File: src/rtl/pipeline_link_receiver_pkg.sv
// Shared definitions for the pipeline link receiver: default geometry,
// the link word type and helpers used for sizing and legality checks.
package pipeline_link_receiver_pkg;

    localparam int DEFAULT_DATA_WIDTH     = 32;
    localparam int DEFAULT_PIPELINE_LEVEL = 2;
    localparam int DEFAULT_DEPTH          = 16;
    localparam int DEFAULT_ADDR_WIDTH     = 4;

    // One payload word as carried by the link.
    typedef logic [DEFAULT_DATA_WIDTH-1:0] link_word_t;

    // Slots that must stay free when in_ready drops: one full round trip
    // (forward + return pipeline) plus the in_ready register stage.
    function automatic int calc_reserve(input int pipeline_level);
        return 2 * pipeline_level + 1;
    endfunction

    // True when v is a non-zero power of two.
    function automatic bit is_pow2(input int v);
        return (v > 0) && ((v & (v - 1)) == 0);
    endfunction

endpackage

File: src/rtl/pipeline_link_receiver_if.sv
// Valid/ready/data bundle used on both sides of the receiver.
// master drives valid/data and samples ready; slave does the opposite.
interface pipeline_link_receiver_if
    import pipeline_link_receiver_pkg::*;
#(
    parameter int DATA_WIDTH = DEFAULT_DATA_WIDTH
);

    logic                  valid;
    logic [DATA_WIDTH-1:0] data;
    logic                  ready;

    modport master (
        output valid,
        output data,
        input  ready
    );

    modport slave (
        input  valid,
        input  data,
        output ready
    );

endinterface

File: src/rtl/pipeline_link_receiver_link_fifo_mem.sv
// Register-array storage for the receiver FIFO: one synchronous write
// port, one asynchronous (combinational) read port.
module link_fifo_mem
    import pipeline_link_receiver_pkg::*;
#(
    parameter int DATA_WIDTH = DEFAULT_DATA_WIDTH,
    parameter int DEPTH      = DEFAULT_DEPTH,
    parameter int ADDR_WIDTH = DEFAULT_ADDR_WIDTH
) (
    input  logic                  clk,
    input  logic                  wr_en_i,
    input  logic [ADDR_WIDTH-1:0] wr_addr_i,
    input  logic [DATA_WIDTH-1:0] wr_data_i,
    input  logic [ADDR_WIDTH-1:0] rd_addr_i,
    output logic [DATA_WIDTH-1:0] rd_data_o
);

    logic [DATA_WIDTH-1:0] mem_q [DEPTH];

    // Store the incoming word at the write address.
    // NOTE: the array has no reset; pointers and count alone decide which
    // entries are meaningful, so clearing storage would only add logic.
    always_ff @(posedge clk) begin
        if (wr_en_i) begin
            mem_q[wr_addr_i] <= wr_data_i;
        end
    end

    // Fall-through read: the head entry is always visible.
    assign rd_data_o = mem_q[rd_addr_i];

endmodule

File: src/rtl/pipeline_link_receiver.sv
// Far-end receiver of a pipelined valid/ready link. Words keep arriving for
// a full round trip after in_ready drops, so the FIFO keeps RESERVE slots
// spare above the in_ready threshold to absorb them. The local consumer
// sees a first-word-fall-through valid/ready interface.
module pipeline_link_receiver
    import pipeline_link_receiver_pkg::*;
#(
    parameter int DATA_WIDTH     = DEFAULT_DATA_WIDTH,
    parameter int PIPELINE_LEVEL = DEFAULT_PIPELINE_LEVEL,
    parameter int DEPTH          = DEFAULT_DEPTH,
    parameter int ADDR_WIDTH     = DEFAULT_ADDR_WIDTH
) (
    input  logic                    clk,
    input  logic                    rst_n,
    pipeline_link_receiver_if.slave  in_if,
    pipeline_link_receiver_if.master out_if,
    output logic [ADDR_WIDTH:0]     level,
    output logic                    overflow
);

    localparam int                  RESERVE   = calc_reserve(PIPELINE_LEVEL);
    localparam logic [ADDR_WIDTH:0] DEPTH_C   = (ADDR_WIDTH+1)'(DEPTH);
    localparam logic [ADDR_WIDTH:0] RESERVE_C = (ADDR_WIDTH+1)'(RESERVE);

    // Parameter legality, rejected at elaboration.
    if (PIPELINE_LEVEL < 1) begin : g_bad_pipeline_level
        $error("pipeline_link_receiver: PIPELINE_LEVEL must be at least 1");
    end
    if (!is_pow2(DEPTH)) begin : g_bad_depth_pow2
        $error("pipeline_link_receiver: DEPTH must be a power of 2");
    end
    if (DEPTH <= RESERVE) begin : g_bad_depth_reserve
        $error("pipeline_link_receiver: DEPTH must exceed 2*PIPELINE_LEVEL+1");
    end
    if (ADDR_WIDTH != $clog2(DEPTH)) begin : g_bad_addr_width
        $error("pipeline_link_receiver: ADDR_WIDTH must equal log2(DEPTH)");
    end

    logic [ADDR_WIDTH-1:0] wr_ptr_q, wr_ptr_d;
    logic [ADDR_WIDTH-1:0] rd_ptr_q, rd_ptr_d;
    logic [ADDR_WIDTH:0]   count_q,  count_d;
    logic                  overflow_q, overflow_d;
    logic                  in_ready_q, in_ready_d;

    logic                  out_valid;
    logic                  push;
    logic                  pop;
    logic                  drop;
    logic [DATA_WIDTH-1:0] rd_data;

    // Handshake decode. A pop frees the slot a simultaneous push uses, so a
    // full FIFO still accepts a word in the same cycle its head leaves.
    // NOTE: every signal driven here gets a value on every path, so the
    // block stays purely combinational with no inferred latch.
    always_comb begin
        out_valid = (count_q != '0);
        pop       = out_valid && out_if.ready;
        push      = in_if.valid && ((count_q < DEPTH_C) || pop);
        drop      = in_if.valid && !push;
    end

    // Next-state for pointers, occupancy, overflow flag and returned ready.
    always_comb begin
        wr_ptr_d   = wr_ptr_q;
        rd_ptr_d   = rd_ptr_q;
        overflow_d = overflow_q | drop;

        // Pointers wrap through natural ADDR_WIDTH overflow.
        if (push) begin
            wr_ptr_d = wr_ptr_q + 1'b1;
        end
        if (pop) begin
            rd_ptr_d = rd_ptr_q + 1'b1;
        end

        count_d = count_q + (ADDR_WIDTH+1)'(push) - (ADDR_WIDTH+1)'(pop);

        // in_ready comes from next occupancy, so it is registered alongside
        // the count and never depends combinationally on in_valid/out_ready
        // at the port.
        in_ready_d = ((DEPTH_C - count_d) > RESERVE_C);
    end

    // State registers; the link starts empty and ready.
    // NOTE: non-blocking assignments let every register sample pre-edge
    // values, independent of statement order.
    always_ff @(posedge clk or negedge rst_n) begin
        if (!rst_n) begin
            wr_ptr_q   <= '0;
            rd_ptr_q   <= '0;
            count_q    <= '0;
            overflow_q <= 1'b0;
            in_ready_q <= 1'b1;
        end else begin
            wr_ptr_q   <= wr_ptr_d;
            rd_ptr_q   <= rd_ptr_d;
            count_q    <= count_d;
            overflow_q <= overflow_d;
            in_ready_q <= in_ready_d;
        end
    end

    link_fifo_mem #(
        .DATA_WIDTH (DATA_WIDTH),
        .DEPTH      (DEPTH),
        .ADDR_WIDTH (ADDR_WIDTH)
    ) u_mem (
        .clk       (clk),
        .wr_en_i   (push),
        .wr_addr_i (wr_ptr_q),
        .wr_data_i (in_if.data),
        .rd_addr_i (rd_ptr_q),
        .rd_data_o (rd_data)
    );

    assign in_if.ready  = in_ready_q;
    assign out_if.valid = out_valid;
    assign out_if.data  = rd_data;
    assign level        = count_q;
    assign overflow     = overflow_q;

endmodule

File: src/flat_wrapper.sv
// flat-port wrapper written by rule: the top's interface ports become plain ports
module pipeline_link_receiver_flat import pipeline_link_receiver_pkg::*;
#(
    parameter int DATA_WIDTH     = DEFAULT_DATA_WIDTH,
    parameter int PIPELINE_LEVEL = DEFAULT_PIPELINE_LEVEL,
    parameter int DEPTH          = DEFAULT_DEPTH,
    parameter int ADDR_WIDTH     = DEFAULT_ADDR_WIDTH
)
  (clk, rst_n, level, overflow, in_if_valid, in_if_data, in_if_ready, out_if_valid, out_if_data, out_if_ready);
  pipeline_link_receiver_if #(.DATA_WIDTH(DATA_WIDTH)) in_if_i ();
  pipeline_link_receiver_if #(.DATA_WIDTH(DATA_WIDTH)) out_if_i ();
  input  logic clk;
  input  logic rst_n;
  output logic [ADDR_WIDTH:0] level;
  output logic overflow;
  input wire logic [$bits(in_if_i.valid)-1:0] in_if_valid;
  input wire logic [$bits(in_if_i.data)-1:0] in_if_data;
  output wire logic [$bits(in_if_i.ready)-1:0] in_if_ready;
  output wire logic [$bits(out_if_i.valid)-1:0] out_if_valid;
  output wire logic [$bits(out_if_i.data)-1:0] out_if_data;
  input wire logic [$bits(out_if_i.ready)-1:0] out_if_ready;
  assign in_if_i.valid = in_if_valid;
  assign in_if_i.data = in_if_data;
  assign in_if_ready = in_if_i.ready;
  assign out_if_valid = out_if_i.valid;
  assign out_if_data = out_if_i.data;
  assign out_if_i.ready = out_if_ready;
  pipeline_link_receiver #(.DATA_WIDTH(DATA_WIDTH), .PIPELINE_LEVEL(PIPELINE_LEVEL), .DEPTH(DEPTH), .ADDR_WIDTH(ADDR_WIDTH)) u_core (.clk(clk), .rst_n(rst_n), .in_if(in_if_i), .out_if(out_if_i), .level(level), .overflow(overflow));
endmodule
File: config.mk
export PLATFORM = sky130hd
export DESIGN_NAME = pipeline_link_receiver_flat
export DESIGN_NICKNAME = d
export VERILOG_FILES = /design/src/rtl/pipeline_link_receiver_pkg.sv /design/src/rtl/pipeline_link_receiver_if.sv /design/src/rtl/pipeline_link_receiver_link_fifo_mem.sv /design/src/rtl/pipeline_link_receiver.sv /design/src/flat_wrapper.sv
export SDC_FILE = /design/constraint.sdc
export NUM_CORES = 1
export LEC_CHECK = 0
export BUFFER_PORTS_ARGS = -buffer_cell sky130_fd_sc_hd__buf_2
export CORE_UTILIZATION = 55
export DETAILED_ROUTE_END_ITERATION = 10
export GPL_TIMING_DRIVEN = 1
export PLACE_DENSITY_LB_ADDON = 0.15
export SLEW_MARGIN = 20
export SYNTH_ARGS = -nofsm -noshare
export SYNTH_HDL_FRONTEND = slang
export SYNTH_SLANG_ARGS = --single-unit
File: constraint.sdc
create_clock -name clk -period 4.25 [get_ports clk]
set_clock_uncertainty 0.2 [all_clocks]
set_input_delay 0.6375 -clock clk [delete_from_list [all_inputs] [get_ports clk]]
set_output_delay 0.6375 -clock clk [all_outputs]
set_load 0.005 [all_outputs]
======== Yosys cells after proc, flatten, opt, wreduce, memory -nomap -nowiden ========
Memories as Yosys holds them, arrays and structs flattened.
Cells that the tools add are included.
cells by class
  add/subtract/negate cells ............... 5
  $lt $le $gt $ge ......................... 2
  muxes and demuxes ....................... 2
  bitwise gates (word level) .............. 1
  reductions and logical operators ........ 6
operators by type and width
  kind                   count
  $add A4 B1 Y4 const B  2
  $add A5 B1 Y5          1
  $gt A5 B3 Y1 const B   1
  $lt A5 B5 Y1 const B   1
  $reduce_bool A5 Y1     1
  $sub A5 B1 Y5          1
  $sub A5 B5 Y5 const A  1
  $logic_and A1 B1 Y1    3
  $mux W1                2
  $logic_not A1 Y1       1
  $logic_or A1 B1 Y1     1
  $or A1 B1 Y1           1
word-level totals
  flip-flop bits (word level) ............. 15
  bits in writable memories ............... 512
  input bits .............................. 36
  output and inout bits ................... 40
  word-level logic and storage cells ...... 22
  memories ................................ 1
memories
  memory              words  width  read ports  clocked after memory_dff  write ports  line                                        RTL
  u_core.u_mem.mem_q  16     32     1           0                         1            pipeline_link_receiver_link_fifo_mem.sv:18  logic [DATA_WIDTH-1:0] mem_q [DEPTH];

======== Depth between registers and ports, before layout ========
  depth in word-level cells ............... 8
  depth in mapped cells ................... 16
  mapped depth without buffers ............ 15

======== Hierarchy ========
From an unflattened synthesis, not the netlist that was laid out.
second synthesis, totals
  cells, all modules ...................... 881
  area total of the unflattened synthesis .. 20048.0 um^2
modules (own cells, without submodules)
  module                  instances  cells each  area an instance (um^2)  sequential area each (um^2)
  link_fifo_mem           1          806         19213.4                  15374.7
  pipeline_link_receiver  1          75          834.6                    376.6

======== Worst setup path after synthesis ========
No wires, ideal clock.
  path type ............................... input to register
  start ................................... in out_if_ready
  end ..................................... mem u_core.u_mem.mem_q[0][0] in the netlist's numbering (enable)
  library setup time ...................... 0.501 ns
  data arrival time ....................... 3.941 ns
  required time ........................... 3.549 ns
  slack ................................... -0.392 ns
  cell stages on the path ................. 3
  buffers on the path ..................... 0
  cell sequence ........................... nand2b_1 nand2_1 nor4_1
on the way
  longest elaborated chain between the ends .. 5
RTL lines
  element                        line                                        RTL
  from (decl)                    flat_wrapper.sv:21                          input wire logic [$bits(out_if_i.ready)-1:0] out_if_ready;
  $logic_and A1 B1 Y1            pipeline_link_receiver.sv:57                pop = out_valid && out_if.ready;
  $logic_or A1 B1 Y1             pipeline_link_receiver.sv:58                push = in_if.valid && ((count_q < DEPTH_C) || pop);
  $logic_and A1 B1 Y1            pipeline_link_receiver.sv:58
  $mux W1                        pipeline_link_receiver_link_fifo_mem.sv:24  if (wr_en_i) begin
  $mux W1 (implied by the code)  pipeline_link_receiver_link_fifo_mem.sv:25  mem_q[wr_addr_i] <= wr_data_i;
  to (decl)                      pipeline_link_receiver_link_fifo_mem.sv:18
No other way between the ends.

======== Final worst setup path ========
  start ................................... reg u_core.rd_ptr_q[0]
  end ..................................... out out_if_data[25]
on the way
  longest elaborated chain between the ends .. 1
RTL lines
  element                 line                          RTL
  from (decl)             pipeline_link_receiver.sv:40  logic [ADDR_WIDTH-1:0] rd_ptr_q, rd_ptr_d;
  from (signal assigned)  pipeline_link_receiver.sv:96  rd_ptr_q <= rd_ptr_d;
  $mem_v2 Z16 W32         -
  to (decl)               flat_wrapper.sv:20            output wire logic [$bits(out_if_i.data)-1:0] out_if_data;
No other way between the ends.

==> summary.txt <==
=================================================================================
Final ANT Viol Nets                                                             0
Filler cells                                                                2,322
Slowest stage cell, crit path                                             dfrtp_4
Clock insertion delay at the later pin of the skew report                 0.58 ns
Syn Inst Count                                                                817
Area contributors post-synth                                         edfxtp_1 76%, mux4_2 18%, dfrtp_1 1.7%, ha_1 0.80%, buf_6 0.61%
Cells traversed along the worst timing path                          buf_12 > mux4_2 > mux4_2 > buf_2
GRT Resource Usage Total                                                   22.30%
Final Net Count                                                               986
Routed wire length on met3                                               2.037 mm
Slowest stage delay, CP                                                   0.75 ns
Origin of the critical flop-to-flop path                             u_core.level[2]$_DFF_PN0_
Maximum number of pins on one net before global-route repair                   61
Period Utilization, post-route                                             89.89%
Vias in the first global route                                              9,609
Master cell of the clock root buffer                                    clkbuf_16
Pwr per Cell Area                                                    658.3 nW/um^2
Starting DRT DRC Count                                                        666
Leftover overflow at the end of global routing                                  0
Fmax                                                                    261.7 MHz
Total leakage power                                                   0.007355 uW
Clock transition at the registers of the reported paths                   0.06 ns
Drt total wl                                                             40.15 mm
Cell type with the largest total area after synthesis                    edfxtp_1
Max capacitance violation total                                                 0
Via Count                                                                   8,929
I/O pin cnt                                                                    76
Main flop type after synthesis                                           edfxtp_1
Worst setup slack after layout                                          0.4295 ns
Final design utilization                                                   64.00%
Length in cells of the worst reg-to-reg path                                   15
Final GP Congestion                                                        0.7931
Setup total negative slack                                                   0 ns
Worst Setup Slack post-DPL                                              0.6537 ns
Arrival time worst endpoint                                               2.98 ns
Worst rel slew slack                                                       46.94%
Setup violators final                                                           0
Count leader, synth                                                      edfxtp_1
Instance area after placement                                        21,350 sq um
Crit path buffers/inverters                                                     2
CTS tree                                                                      yes
Die Footprint                                                        37,510 sq um
Slack of the worst reg-to-reg path                                        0.81 ns
Longest Clk Path Bufs                                                           3
Distinct cells, synth                                                          35
Share of async-settable or async-resettable flops after synthesis          2.846%
H-tree levels                                                                   2
Measured slew at the worst slew-check pin                               0.7959 ns
Endpoint of the worst register-to-register path                      u_core.in_if.ready$_DFF_PN1_
Sort of element at the start of the critical path                        register
Slew Limit Fails                                                                0
Area of the core                                                     35,830 sq um
Number of enable-type register cells in the synthesized netlist               512
Part of the Yosys area used for sequential elements                        77.95%
Layout-stage area growth over the synthesis result                         13.48%
Hold Path Class                                                         in -> reg
Met2 layer wire length in the routed design                              20.60 mm
Final Hold Slack                                                        0.1228 ns
Dominant cell type by count on the critical path                           mux4_2
Area of the mapped netlist                                           20,210 sq um
Met1 Routed Length                                                       16.70 mm
Num CTS Buffers                                                                52
Maximum vdd drop                                                         447.5 uV
Wire length of the first global-routing pass                             60.80 mm
Fraction of layout cells with a size suffix above 1                        36.64%
Ys Warns                                                                        0
Hold EP                                                              u_core.overflow$_DFF_PN0_
Drt via density                                                             6.240
Hold violation total from the final report                                      0
Category of the critical setup timing path                             reg -> out
Result of the run                                                    finished, final reports clean
Count of state elements after synthesis                                       527
Antenna violations before repair                                                3
Largest delay share family, worst path                               multiplexers
Portion of synthesized cell area occupied by the leading cell type         76.09%
Unrepaired setup endpoints after global routing                                no
Top sig layer                                                                met5
Time the worst path needs with I/O delays and setup                      3.820 ns
Mean instance size in the synthesized netlist                         24.73 sq um
Worst Path Required                                                       3.41 ns
DP HPWL                                                                  21.28 mm
Cell types with the highest counts after synthesis                   512 x edfxtp_1, 160 x mux4_2, 17 x inv_1
DRC violations left                                                             0
Initial Utilization                                                        56.40%
Min-Delay Path Depth                                                            3
Buffers added on ports                                                         75
Number of placement rows                                                       69
Die extent in y                                                          193.7 um
Capturing element type of the critical path                            output pin
Total nets after synthesis                                                    867
Final Cell Area                                                      22,930 sq um
Critical hold path startpoint                                         in_if_valid
Clock sink count                                                              527
CP max FO                                                                      40
Die width                                                                193.7 um
Routed WL per cell                                                       28.06 um
TritonRoute pass-1 iters                                                        5
=================================================================================
## registers in the layout (all words and copies together), names as in the netlist
signal              flops
u_core.level            5
u_core.u_mem.mem_q    512
u_core.wr_ptr_q         4
u_core.rd_ptr_q         4
u_core.in_if.ready      1
u_core.overflow         1
## worst register-to-register path, delay by kind of cell, from the launching register on
| kind | cells | cell delay, ns |
|---|---|---|
| mux | 1 | 0.14 |
| compound gates | 3 | 0.40 |
| flops | 1 | 0.40 |
| simple gates | 3 | 0.40 |
| buf+inv | 3 | 0.24 |
| fa+ha+maj | 5 | 1.60 |
## per-stage QoR
stage               power [uW]  std cells
floorplan                 9578        817
global placement         10840       1342
detailed placement       11010       1342
CTS                      15250       1430
global route             15720       1430
finish                   15100       1431
## cell type report
cell class	instances	area (sq um)	area share (%)
diodes	1	2.502	0.01091
clock buffers	64	1346	5.871
clock inverters	23	217.7	0.9494
repair buffers	105	728.2	3.176
flip-flops and latches	527	15760	68.73
inverters	18	67.56	0.2946
multi-input cells	232	4230	18.45
well taps	461	576.8	2.515
## kinds of logic after synthesis
logic type | after synthesis | synth area share [%]
mux | 162 | 17.94
fa+ha+maj | 14 | 0.9040
compound gates | 9 | 0.3034
buf+inv | 58 | 1.511
flops | 527 | 77.95
simple gates | 37 | 0.9598
xor+xnor | 10 | 0.4335
## metal layers
layer,vias up,global-route usage (%)
met5,-,0
met4,6,6.370
met3,68,3.548
met2,260,37.57
met1,4859,30.62
li1,3736,-
## how the worst max path moves through the flow
stage	start	end	slack [ns]	depth (start not counted)
2_1_floorplan	out_if_ready	u_core.u_mem.mem_q[0][0]$_DFFE_PP_	-0.39	3
3_3_place_gp	out_if_ready	u_core.in_if.ready$_DFF_PN1_	0.77	12
3_5_place_dp	out_if_ready	u_core.in_if.ready$_DFF_PN1_	0.65	12
4_1_cts	u_core.rd_ptr_q[0]$_DFFE_PN0P_	out_if_data[25]	0.35	4
5_1_grt	u_core.rd_ptr_q[0]$_DFFE_PN0P_	out_if_data[25]	0.28	4
6_report	u_core.rd_ptr_q[0]$_DFFE_PN0P_	out_if_data[25]	0.43	4
## layout by cell type (no fill, tap or decap), types with 3 or more instances in the layout
| cell type | netlist | final |
|---|---|---|
| nor2_4 | 0 | 4 |
| nor3_2 | 0 | 4 |
| clkinv_1 | 1 | 7 |
| nand2_1 | 7 | 7 |
| clkbuf_16 | 0 | 52 |
| edfxtp_1 | 512 | 512 |
| clkbuf_1 | 16 | 12 |
| bufinv_16 | 0 | 3 |
| xnor2_1 | 8 | 8 |
| buf_12 | 0 | 10 |
| buf_4 | 0 | 19 |
| buf_2 | 3 | 75 |
| inv_1 | 17 | 17 |
| nor4_2 | 0 | 4 |
| ha_1 | 13 | 13 |
| clkinv_2 | 0 | 9 |
| and2_2 | 0 | 4 |
| dfrtp_1 | 14 | 10 |
| mux4_2 | 160 | 160 |
## repair_timing
| item | in CTS | in global routing |
|---|---|---|
| endpoints found under the setup margin | 0 | 0 |
| setup buffers | 0 | 0 |
| hold buffers | 1 | 0 |
| endpoints found under the hold margin | 14 | 0 |
| resized for setup | 0 | 0 |
## report_power, final
group	internal [uW]	switching (uW)
clock	2430	1840
sequential	6180	378
combinational	2250	2020
Note: power is estimated with default switching activity, not from simulation.
